[config.mk]
export PLATFORM = sky130hd
export DESIGN_NAME = oddr_tx_gearbox
export DESIGN_NICKNAME = d
export VERILOG_FILES = /design/src/rtl/oddr_tx_gearbox_pkg.sv /design/src/rtl/oddr_skid_buf.sv /design/src/rtl/oddr_tx_gearbox.sv
export SDC_FILE = /design/constraint.sdc
export NUM_CORES = 1
export LEC_CHECK = 0
export CAP_MARGIN = 20
export CORE_MARGIN = 5
export CORE_UTILIZATION = 40
export CTS_CLUSTER_DIAMETER = 30
export CTS_CLUSTER_SIZE = 16
export DETAILED_ROUTE_END_ITERATION = 10
export PLACE_DENSITY = 0.72
export SYNTH_ARGS = -nofsm -noshare
export SYNTH_HDL_FRONTEND = slang
export SYNTH_HIERARCHICAL = 1
export SYNTH_SLANG_ARGS = --single-unit
export TNS_END_PERCENT = 50
[constraint.sdc]
create_clock -name C -period 1.82 [get_ports C]
set_clock_uncertainty 0.05 [all_clocks]
set_input_delay 0.273 -clock C [delete_from_list [all_inputs] [get_ports C]]
set_output_delay 0.273 -clock C [all_outputs]
set_load 0.01 [all_outputs]
[src/rtl/oddr_tx_gearbox_pkg.sv]
// Shared definitions for the ODDRE1 transmit gearbox: FSM encoding, counter widths
// and the (beat, phase, lane) -> input-word bit mapping.
package oddr_tx_gearbox_pkg;

  typedef enum logic [1:0] {
    ST_HOLD = 2'd0,
    ST_IDLE = 2'd1,
    ST_RUN  = 2'd2
  } state_e;

  localparam int unsigned HOLD_W = 4;

  // phase 0 feeds D1 (rising edge), phase 1 feeds D2 (falling edge)
  function automatic int unsigned beat_bit_idx(input int unsigned lanes,
                                               input int unsigned beat,
                                               input int unsigned phase,
                                               input int unsigned lane);
    return (2 * beat + phase) * lanes + lane;
  endfunction

endpackage

[src/rtl/oddr_skid_buf.sv]
// One-entry data+last holding buffer in front of the gearbox shift register.
// Ready is registered and only offered when the buffer is empty and the consumer allows it.
module oddr_skid_buf #(
  parameter int unsigned W = 32
) (
  input  logic         clk_i,
  input  logic         srst_i,
  input  logic [W-1:0] s_data_i,
  input  logic         s_valid_i,
  input  logic         s_last_i,
  output logic         s_ready_o,
  input  logic         pop_i,
  input  logic         allow_i,
  output logic         valid_o,
  output logic [W-1:0] data_o,
  output logic         last_o
);

  logic         valid_q, valid_d;
  logic [W-1:0] data_q, data_d;
  logic         last_q, last_d;
  logic         ready_q, ready_d;

  // Capture on handshake, drain on pop; ready follows the post-edge occupancy
  always_comb begin
    valid_d = valid_q;
    data_d  = data_q;
    last_d  = last_q;
    if (s_valid_i && ready_q) begin
      valid_d = 1'b1;
      data_d  = s_data_i;
      last_d  = s_last_i;
    end else if (pop_i) begin
      valid_d = 1'b0;
    end else begin
      valid_d = valid_q;
    end
    ready_d = !valid_d && allow_i;
  end

  // Buffer state registers
  always_ff @(posedge clk_i) begin
    if (srst_i) begin
      valid_q <= 1'b0;
      data_q  <= '0;
      last_q  <= 1'b0;
      ready_q <= 1'b0;
    end else begin
      valid_q <= valid_d;
      data_q  <= data_d;
      last_q  <= last_d;
      ready_q <= ready_d;
    end
  end

  assign s_ready_o = ready_q;
  assign valid_o   = valid_q;
  assign data_o    = data_q;
  assign last_o    = last_q;

endmodule

[src/rtl/oddr_tx_gearbox.sv]
// Splits wide words into per-lane (D1,D2) DDR beats for an ODDRE1 bank, sequences the
// ODDRE1 SR release after reset and flags bursts that starve before their last word.
module oddr_tx_gearbox
  import oddr_tx_gearbox_pkg::*;
#(
  parameter int unsigned LANES    = 4,
  parameter logic        IDLE_VAL = 1'b0,
  parameter int unsigned RATIO    = 4,
  parameter int unsigned RST_HOLD = 4
) (
  input  logic                     C,
  input  logic                     SR,
  input  logic [LANES*2*RATIO-1:0] S_DATA,
  input  logic                     S_VALID,
  input  logic                     S_LAST,
  output logic                     S_READY,
  output logic [LANES-1:0]         O_D1,
  output logic [LANES-1:0]         O_D2,
  output logic                     O_SR,
  output logic                     O_ACTIVE,
  output logic                     UNDERRUN,
  input  logic                     CLR_ERR
);

  localparam int unsigned W  = LANES * 2 * RATIO;
  localparam int unsigned BW = (RATIO > 1) ? $clog2(RATIO) : 1;
  localparam logic [BW-1:0]     LAST_BEAT = BW'(RATIO - 1);
  localparam logic [HOLD_W-1:0] HOLD_INIT = HOLD_W'(RST_HOLD);

  if (LANES < 1 || LANES > 32 || RATIO < 2 || RATIO > 16 || RST_HOLD < 1 || RST_HOLD > 15) begin : g_param_check
    $error("oddr_tx_gearbox: parameter out of range");
  end

  state_e            state_q, state_d;
  logic [HOLD_W-1:0] hold_cnt_q, hold_cnt_d;
  logic [BW-1:0]     beat_q, beat_d;
  logic [W-1:0]      shift_q, shift_d;
  logic              cur_last_q, cur_last_d;
  logic [LANES-1:0]  d1_q, d1_d, d2_q, d2_d;
  logic              osr_q, osr_d;
  logic              active_q, active_d;
  logic              underrun_q, underrun_d;

  logic              buf_valid_s, buf_last_s;
  logic [W-1:0]      buf_data_s;
  logic              load_s, emit_s, allow_s, underrun_set_s;
  logic [W-1:0]      emit_src_s;
  logic [LANES-1:0]  beat_d1_s, beat_d2_s;

  oddr_skid_buf #(.W(W)) u_skid (
    .clk_i     (C),
    .srst_i    (SR),
    .s_data_i  (S_DATA),
    .s_valid_i (S_VALID),
    .s_last_i  (S_LAST),
    .s_ready_o (S_READY),
    .pop_i     (load_s),
    .allow_i   (allow_s),
    .valid_o   (buf_valid_s),
    .data_o    (buf_data_s),
    .last_o    (buf_last_s)
  );

  // A new word enters the shift register from IDLE or seamlessly after the final beat
  assign load_s     = buf_valid_s && ((state_q == ST_IDLE) || (state_q == ST_RUN && beat_q == LAST_BEAT));
  assign emit_s     = load_s || (state_q == ST_RUN && beat_q != LAST_BEAT);
  assign emit_src_s = load_s ? buf_data_s : shift_q;
  assign allow_s    = (state_d != ST_HOLD);

  for (genvar l = 0; l < LANES; l++) begin : g_lane
    assign beat_d1_s[l] = emit_src_s[beat_bit_idx(LANES, 0, 0, l)];
    assign beat_d2_s[l] = emit_src_s[beat_bit_idx(LANES, 0, 1, l)];
  end

  // FSM state register
  always_ff @(posedge C) begin
    if (SR) begin
      state_q <= ST_HOLD;
    end else begin
      state_q <= state_d;
    end
  end

  // FSM next-state logic
  always_comb begin
    state_d = state_q;
    case (state_q)
      ST_HOLD: begin
        if (hold_cnt_q <= HOLD_W'(1)) state_d = ST_IDLE;
        else                          state_d = ST_HOLD;
      end
      ST_IDLE: begin
        if (buf_valid_s) state_d = ST_RUN;
        else             state_d = ST_IDLE;
      end
      ST_RUN: begin
        if (beat_q == LAST_BEAT && !buf_valid_s) state_d = ST_IDLE;
        else                                     state_d = ST_RUN;
      end
      default: state_d = ST_HOLD;
    endcase
  end

  // FSM outputs and datapath next values
  always_comb begin
    hold_cnt_d     = hold_cnt_q;
    beat_d         = beat_q;
    shift_d        = shift_q;
    cur_last_d     = cur_last_q;
    underrun_set_s = 1'b0;
    osr_d          = (state_d == ST_HOLD);
    case (state_q)
      ST_HOLD: begin
        if (hold_cnt_q != '0) hold_cnt_d = hold_cnt_q - HOLD_W'(1);
        else                  hold_cnt_d = '0;
      end
      ST_RUN: begin
        if (beat_q == LAST_BEAT) begin
          underrun_set_s = !buf_valid_s && !cur_last_q;
        end else begin
          beat_d  = beat_q + BW'(1);
          shift_d = shift_q >> (2 * LANES);
        end
      end
      default: hold_cnt_d = hold_cnt_q;
    endcase
    if (load_s) begin
      beat_d     = '0;
      shift_d    = buf_data_s >> (2 * LANES);
      cur_last_d = buf_last_s;
    end else begin
      cur_last_d = cur_last_q;
    end
    if (emit_s) begin
      d1_d     = beat_d1_s;
      d2_d     = beat_d2_s;
      active_d = 1'b1;
    end else begin
      d1_d     = {LANES{IDLE_VAL}};
      d2_d     = {LANES{IDLE_VAL}};
      active_d = 1'b0;
    end
    // A starvation event wins over a simultaneous clear
    if (underrun_set_s)  underrun_d = 1'b1;
    else if (CLR_ERR)    underrun_d = 1'b0;
    else                 underrun_d = underrun_q;
  end

  // Datapath and output registers
  always_ff @(posedge C) begin
    if (SR) begin
      hold_cnt_q <= HOLD_INIT;
      beat_q     <= '0;
      shift_q    <= '0;
      cur_last_q <= 1'b0;
      d1_q       <= {LANES{IDLE_VAL}};
      d2_q       <= {LANES{IDLE_VAL}};
      osr_q      <= 1'b1;
      active_q   <= 1'b0;
      underrun_q <= 1'b0;
    end else begin
      hold_cnt_q <= hold_cnt_d;
      beat_q     <= beat_d;
      shift_q    <= shift_d;
      cur_last_q <= cur_last_d;
      d1_q       <= d1_d;
      d2_q       <= d2_d;
      osr_q      <= osr_d;
      active_q   <= active_d;
      underrun_q <= underrun_d;
    end
  end

  assign O_D1     = d1_q;
  assign O_D2     = d2_q;
  assign O_SR     = osr_q;
  assign O_ACTIVE = active_q;
  assign UNDERRUN = underrun_q;

endmodule
# == Yosys cells after proc, flatten, opt, wreduce, memory -nomap -nowiden ==
# Cells that the tools add are included.
# totals
register_bits,79
input_bits,37
output_inout_bits,12
elab_cells,62
# op_classes
add_sub_neg,2
order_cmp,1
eq_ne,5
muxes,16
n_bitwise,2
reduce_logical,22
# op_table
operator,count
$mux W24,3
$mux W1,8
$mux W8,1
$logic_and A1 B1 Y1,7
$pmux W2 S3,1
$reduce_bool A2 Y1,3
$eq A2 B2 Y1 const B,2
$le A4 B1 Y1 const B,1
$logic_not A2 Y1,2
$mux W2,2
$mux W4,1
$ne A2 B2 Y1 const B,2
$reduce_and A2 Y1,2
$reduce_bool A4 Y1,1
$reduce_or A2 Y1,2
$sub A4 B1 Y4 const B,1
$logic_not A1 Y1,3
$add A2 B1 Y2 const B,1
$eq A2 B1 Y1 const B,1
$logic_or A1 B1 Y1,2
$not A1 Y1,2

# == Depth between registers and ports, before layout ==
# depth
ltp_word,8
mapped_depth,6
ltp_nobuf,5

# == Cells and area by module ==
# Netlist, hierarchy kept.
# by_module_without_submodules
mod,n_inst,cells_per_inst,area_each_um2,seq_area_each_um2
oddr_tx_gearbox,1,232,2138.3,880.8
oddr_skid_buf,1,156,1789.2,700.7

# == Least setup slack after synthesis ==
# No wires, ideal clock.
# synth_timing
path_type,reg2reg
start,register beat_q[0]
end,register shift_q[0]
setup_ns,0.133
arrival_time_ns,1.535
t_required_ns,1.637
slack_ns,0.102
stages_incl_launch_ff,7
n_path_buf,2
period_less_slack_ns,1.718
cell_sequence,dfxtp_1 -> ha_1 -> or3b_2 -> buf_2 -> o21ai_2 -> buf_4 -> a311oi_1
# synth_between
elab_chain_cells,6
word_cells_on_any_way,8
classes_between,2 x eq/ne; 1 x mux; 5 x reduce/logical
# synth_rtl
item,line_no,rtl
from (decl),oddr_tx_gearbox.sv:36,"logic [BW-1:0] beat_q, beat_d;"
from (signal assigned),oddr_tx_gearbox.sv:163,beat_q <= beat_d;
$eq A2 B2 Y1 *,"oddr_tx_gearbox.sv:65, oddr_tx_gearbox.sv:118",
$logic_and A1 B1 Y1,oddr_tx_gearbox.sv:65,assign load_s = buf_valid_s && ((state_q == ST_IDLE) || (state_q == ST_RUN && beat_q == LAST_BEAT));
$logic_or A1 B1 Y1,oddr_tx_gearbox.sv:65,
$logic_and A1 B1 Y1,oddr_tx_gearbox.sv:65,
$ne A2 B2 Y1 (no source line) or $reduce_bool A2 Y1 (tied branches),-,
$reduce_and A2 Y1 (no source line),-,
to (signal assigned),oddr_tx_gearbox.sv:164,shift_q <= shift_d;
to (decl),oddr_tx_gearbox.sv:37,"logic [W-1:0] shift_q, shift_d;"
# Every way passes the cells marked *; elsewhere a longest branch is shown, timed or not.
# A chain may end at the register's enable or synchronous reset.

# == Final worst setup path ==
# layout_timing
start,register beat_q[0]
end,register shift_q[22]
# The elaborated chain is that of the path after synthesis.

==> results.cfg <==
[floorplan]
core_sq_um = 9680
die_h_microns = 109
placementRows = 36
start_util_pct = 40.6
die_w_microns = 109
ioPinCount = 49
die_area_sq_um = 11900

[pwr]
power_density_nw_per_um2 = 1060
irDropWorstVdd_mv = 0.916
p_total_mw = 5.01
leakagePower_nw = 1.43

[worst_setup_path]
crit_path_end_kind = flip-flop
arrival_ps = 1850
crit-reg2reg-launch = beat_q[0]
cp-start-kind = flip-flop
crit_path_max_incr_delay_ps = 520
r2r_setup_slack_ps = 140
crit_type = reg2reg
cp_data_required_time_ps = 1990
critPathSlowestCell = or3b_2
crit_chain = ha_1 -> or3b_2 -> buf_4 -> o211ai_1 -> a21oi_1
r2r_cells = 5
path_max_fanout = 8
timing.rr.end = shift_q[22]

[clocking]
ctsHoldBuffers = 0
clockBufferDepth = 2
clock_sinks = 79
cts_buffers = 9
worst_setup_hold_path_clk_slew_ps = 80
cts_tree = built
clk_latency_ps = 340
cts_root_buffer = clkbuf_8
htreeDepth = 3

[place]
dpl.hpwl_mm = 5.57
place_congestion = 0.789
portBuffers = 48

[grt]
grt_max_degree = 68
antenna_found_initial = 0
grt_pass1_vias = 2993
grt.overflow.total = 0
grt_pass1_wl_mm = 14.5
grt_usage_pct = 15.1

[yosys]
yosysTopAreaCell = dfxtp_1
syn_inst = 388
ys_seq_area_share_pct = 40.3
synth_edf_count = 0
ys_seq_elements = 79
synth_warnings = 6
yosysMostFrequentCell = dfxtp_1
syn-cell-area_sq_um = 3930
syn_avg_cell_area_sq_um = 10.1
synth_top_area_share_pct = 40.3
synth_ff_type = dfxtp_1
synth_area_leaders = dfxtp_1, o211ai_1, nand3_2
synth.distinct_cells = 39
synth_async_sr_flop_share_pct = 0
ys_top_cells_by_count = dfxtp_1, o211ai_1, a21oi_2, nand3_2, nand3_1
syn-num-nets = 426

[layout]
diodes = 0
syn_to_final_growth_pct = 19.8
num-fill-cells = 903
drive_above_1_share_pct = 27.0
regArea_sq_um = 1590
multiInputGateArea_sq_um = 2070
final_nets = 456

[sta]
finalCritPeriodShare_pct = 92.1
final_hold_viol_count = 0
tns_ps = 0
hold_ws_ps = 251
fmax_ghz = 0.597
rsz0062_at_grt = false
setup_viol = 0
drv_slew = 0
tightestPinTransition_ps = 475
fin_crit_ps = 1680
max_slew_margin_pct = 68.3

[detailed_routing]
firstDrtPassIters = 5
ant_nets = 0
initialDrtViolationCount = 356
drt-vias-per-instance = 5.51
drc = 0
num_vias = 3058
wire_per_inst_microns = 15.7
routed_wl_mm = 8.69

[min_path]
min_path_type = in2reg
min_to = hold_cnt_q[0]
hold_path_depth = 2
hold_start = SR

[flow_run]
maxCapViolCount = 0

[outcome]
status = completed
worst max-delay path by stage:
stage	endpoint	cells after the start	from
floorplan	shift_q[0]	6	beat_q[0]
global placement	shift_q[6]	3	state_q[1]
detailed placement	shift_q[9]	3	state_q[1]
CTS	shift_q[11]	3	state_q[1]
global route	shift_q[12]	4	beat_q[0]
finish	shift_q[22]	5	beat_q[0]
kinds of logic after synthesis:
logic type	count (synthesis)	synth area share [%]
compound gates	168	34.4
simple gates	88	16.2
flops	79	40.3
buf+inv	48	7.39
xor+xnor	3	1.15
mux	1	0.255
fa+ha+maj	1	0.319
layout make-up:
cell class	instances	share of cell area, %
clock inverters	3	1.44
inverters	1	0.0798
well taps	133	3.54
repair buffers	66	14.2
clock buffers	12	3.08
multi-input cells	261	44.0
flip-flops and latches	79	33.7
registers in the layout, summed over array words and instances (netlist names):
signal and count:
u_skid/data_o 32, O_SR 1, O_ACTIVE 1, O_D1 4, cur_last_q 1, hold_cnt_q 4
beat_q 2, state_q 2, u_skid/s_ready_o 1, UNDERRUN 1, O_D2 4, u_skid/last_o 1
u_skid/valid_o 1, shift_q 24
through the flow:
| step | instance area [sq um] | instances | setup slack [ps] | util [%] |
|---|---|---|---|---|
| after floorplan | 3930 | 388 | 102 | - |
| after global placement | 4480 | 540 | 92.6 | 46.3 |
| after detailed placement | 4480 | 540 | 18.6 | 46.3 |
| after CTS | 4690 | 555 | 1.01 | 48.4 |
| after global routing | 4710 | 555 | 51.4 | 48.6 |
| final | 4710 | 555 | 145 | 48.6 |
cells in the final DEF (no fill, tap or decap), types with 5 or more instances in the layout:
cell,netlist,layout
nor2_1,7,7
dfxtp_1,79,76
buf_4,3,13
nor3_1,5,5
nand3_2,30,30
a311oi_1,16,16
a21oi_2,30,31
buf_12,0,5
clkdlybuf4s50_1,0,46
a21bo_2,10,10
a21oi_1,18,17
clkbuf_8,0,10
a21bo_1,23,23
o211ai_1,41,41
nand3_1,28,28
a211oi_1,24,24
where the power goes:
group / switching, mW / leakage [nW] / internal, mW / total [mW]
clock network: 0.613 / 0.103 / 0.805 / 1.42
registers: 0.172 / 0.641 / 1.93 / 2.11
logic: 0.879 / 0.683 / 0.603 / 1.48
total: 1.66 / 1.43 / 3.34 / 5.01
critical path, delay by kind of cell, from the launching register on:
| kind | cells | cell delay (ps) |
|---|---|---|
| and+or+nand+nor | 1 | 520 |
| AOI/OAI and AO/OA | 2 | 200 |
| DFF | 1 | 320 |
| buffers and inverters | 1 | 200 |
| adders and majority gates | 1 | 260 |
timing repair:
action,4_1_cts,5_1_grt
gates resized for setup,0,4
buffers inserted,0,0
endpoints found under the setup margin,0,26
routing by layer:
layer  part of all wire, %  routed length, microns  vias up  global-route usage (%)
met3                   3.9                     338       10                    1.72
li1                      -                       -     1535                       -
met1                    49                    4260     1435                    22.0
met2                    46                    3970       78                    22.7
met4                   1.5                     129        0                    6.04
met5                     0                       0        -                       0
Note: power is estimated with default switching activity, not from simulation.
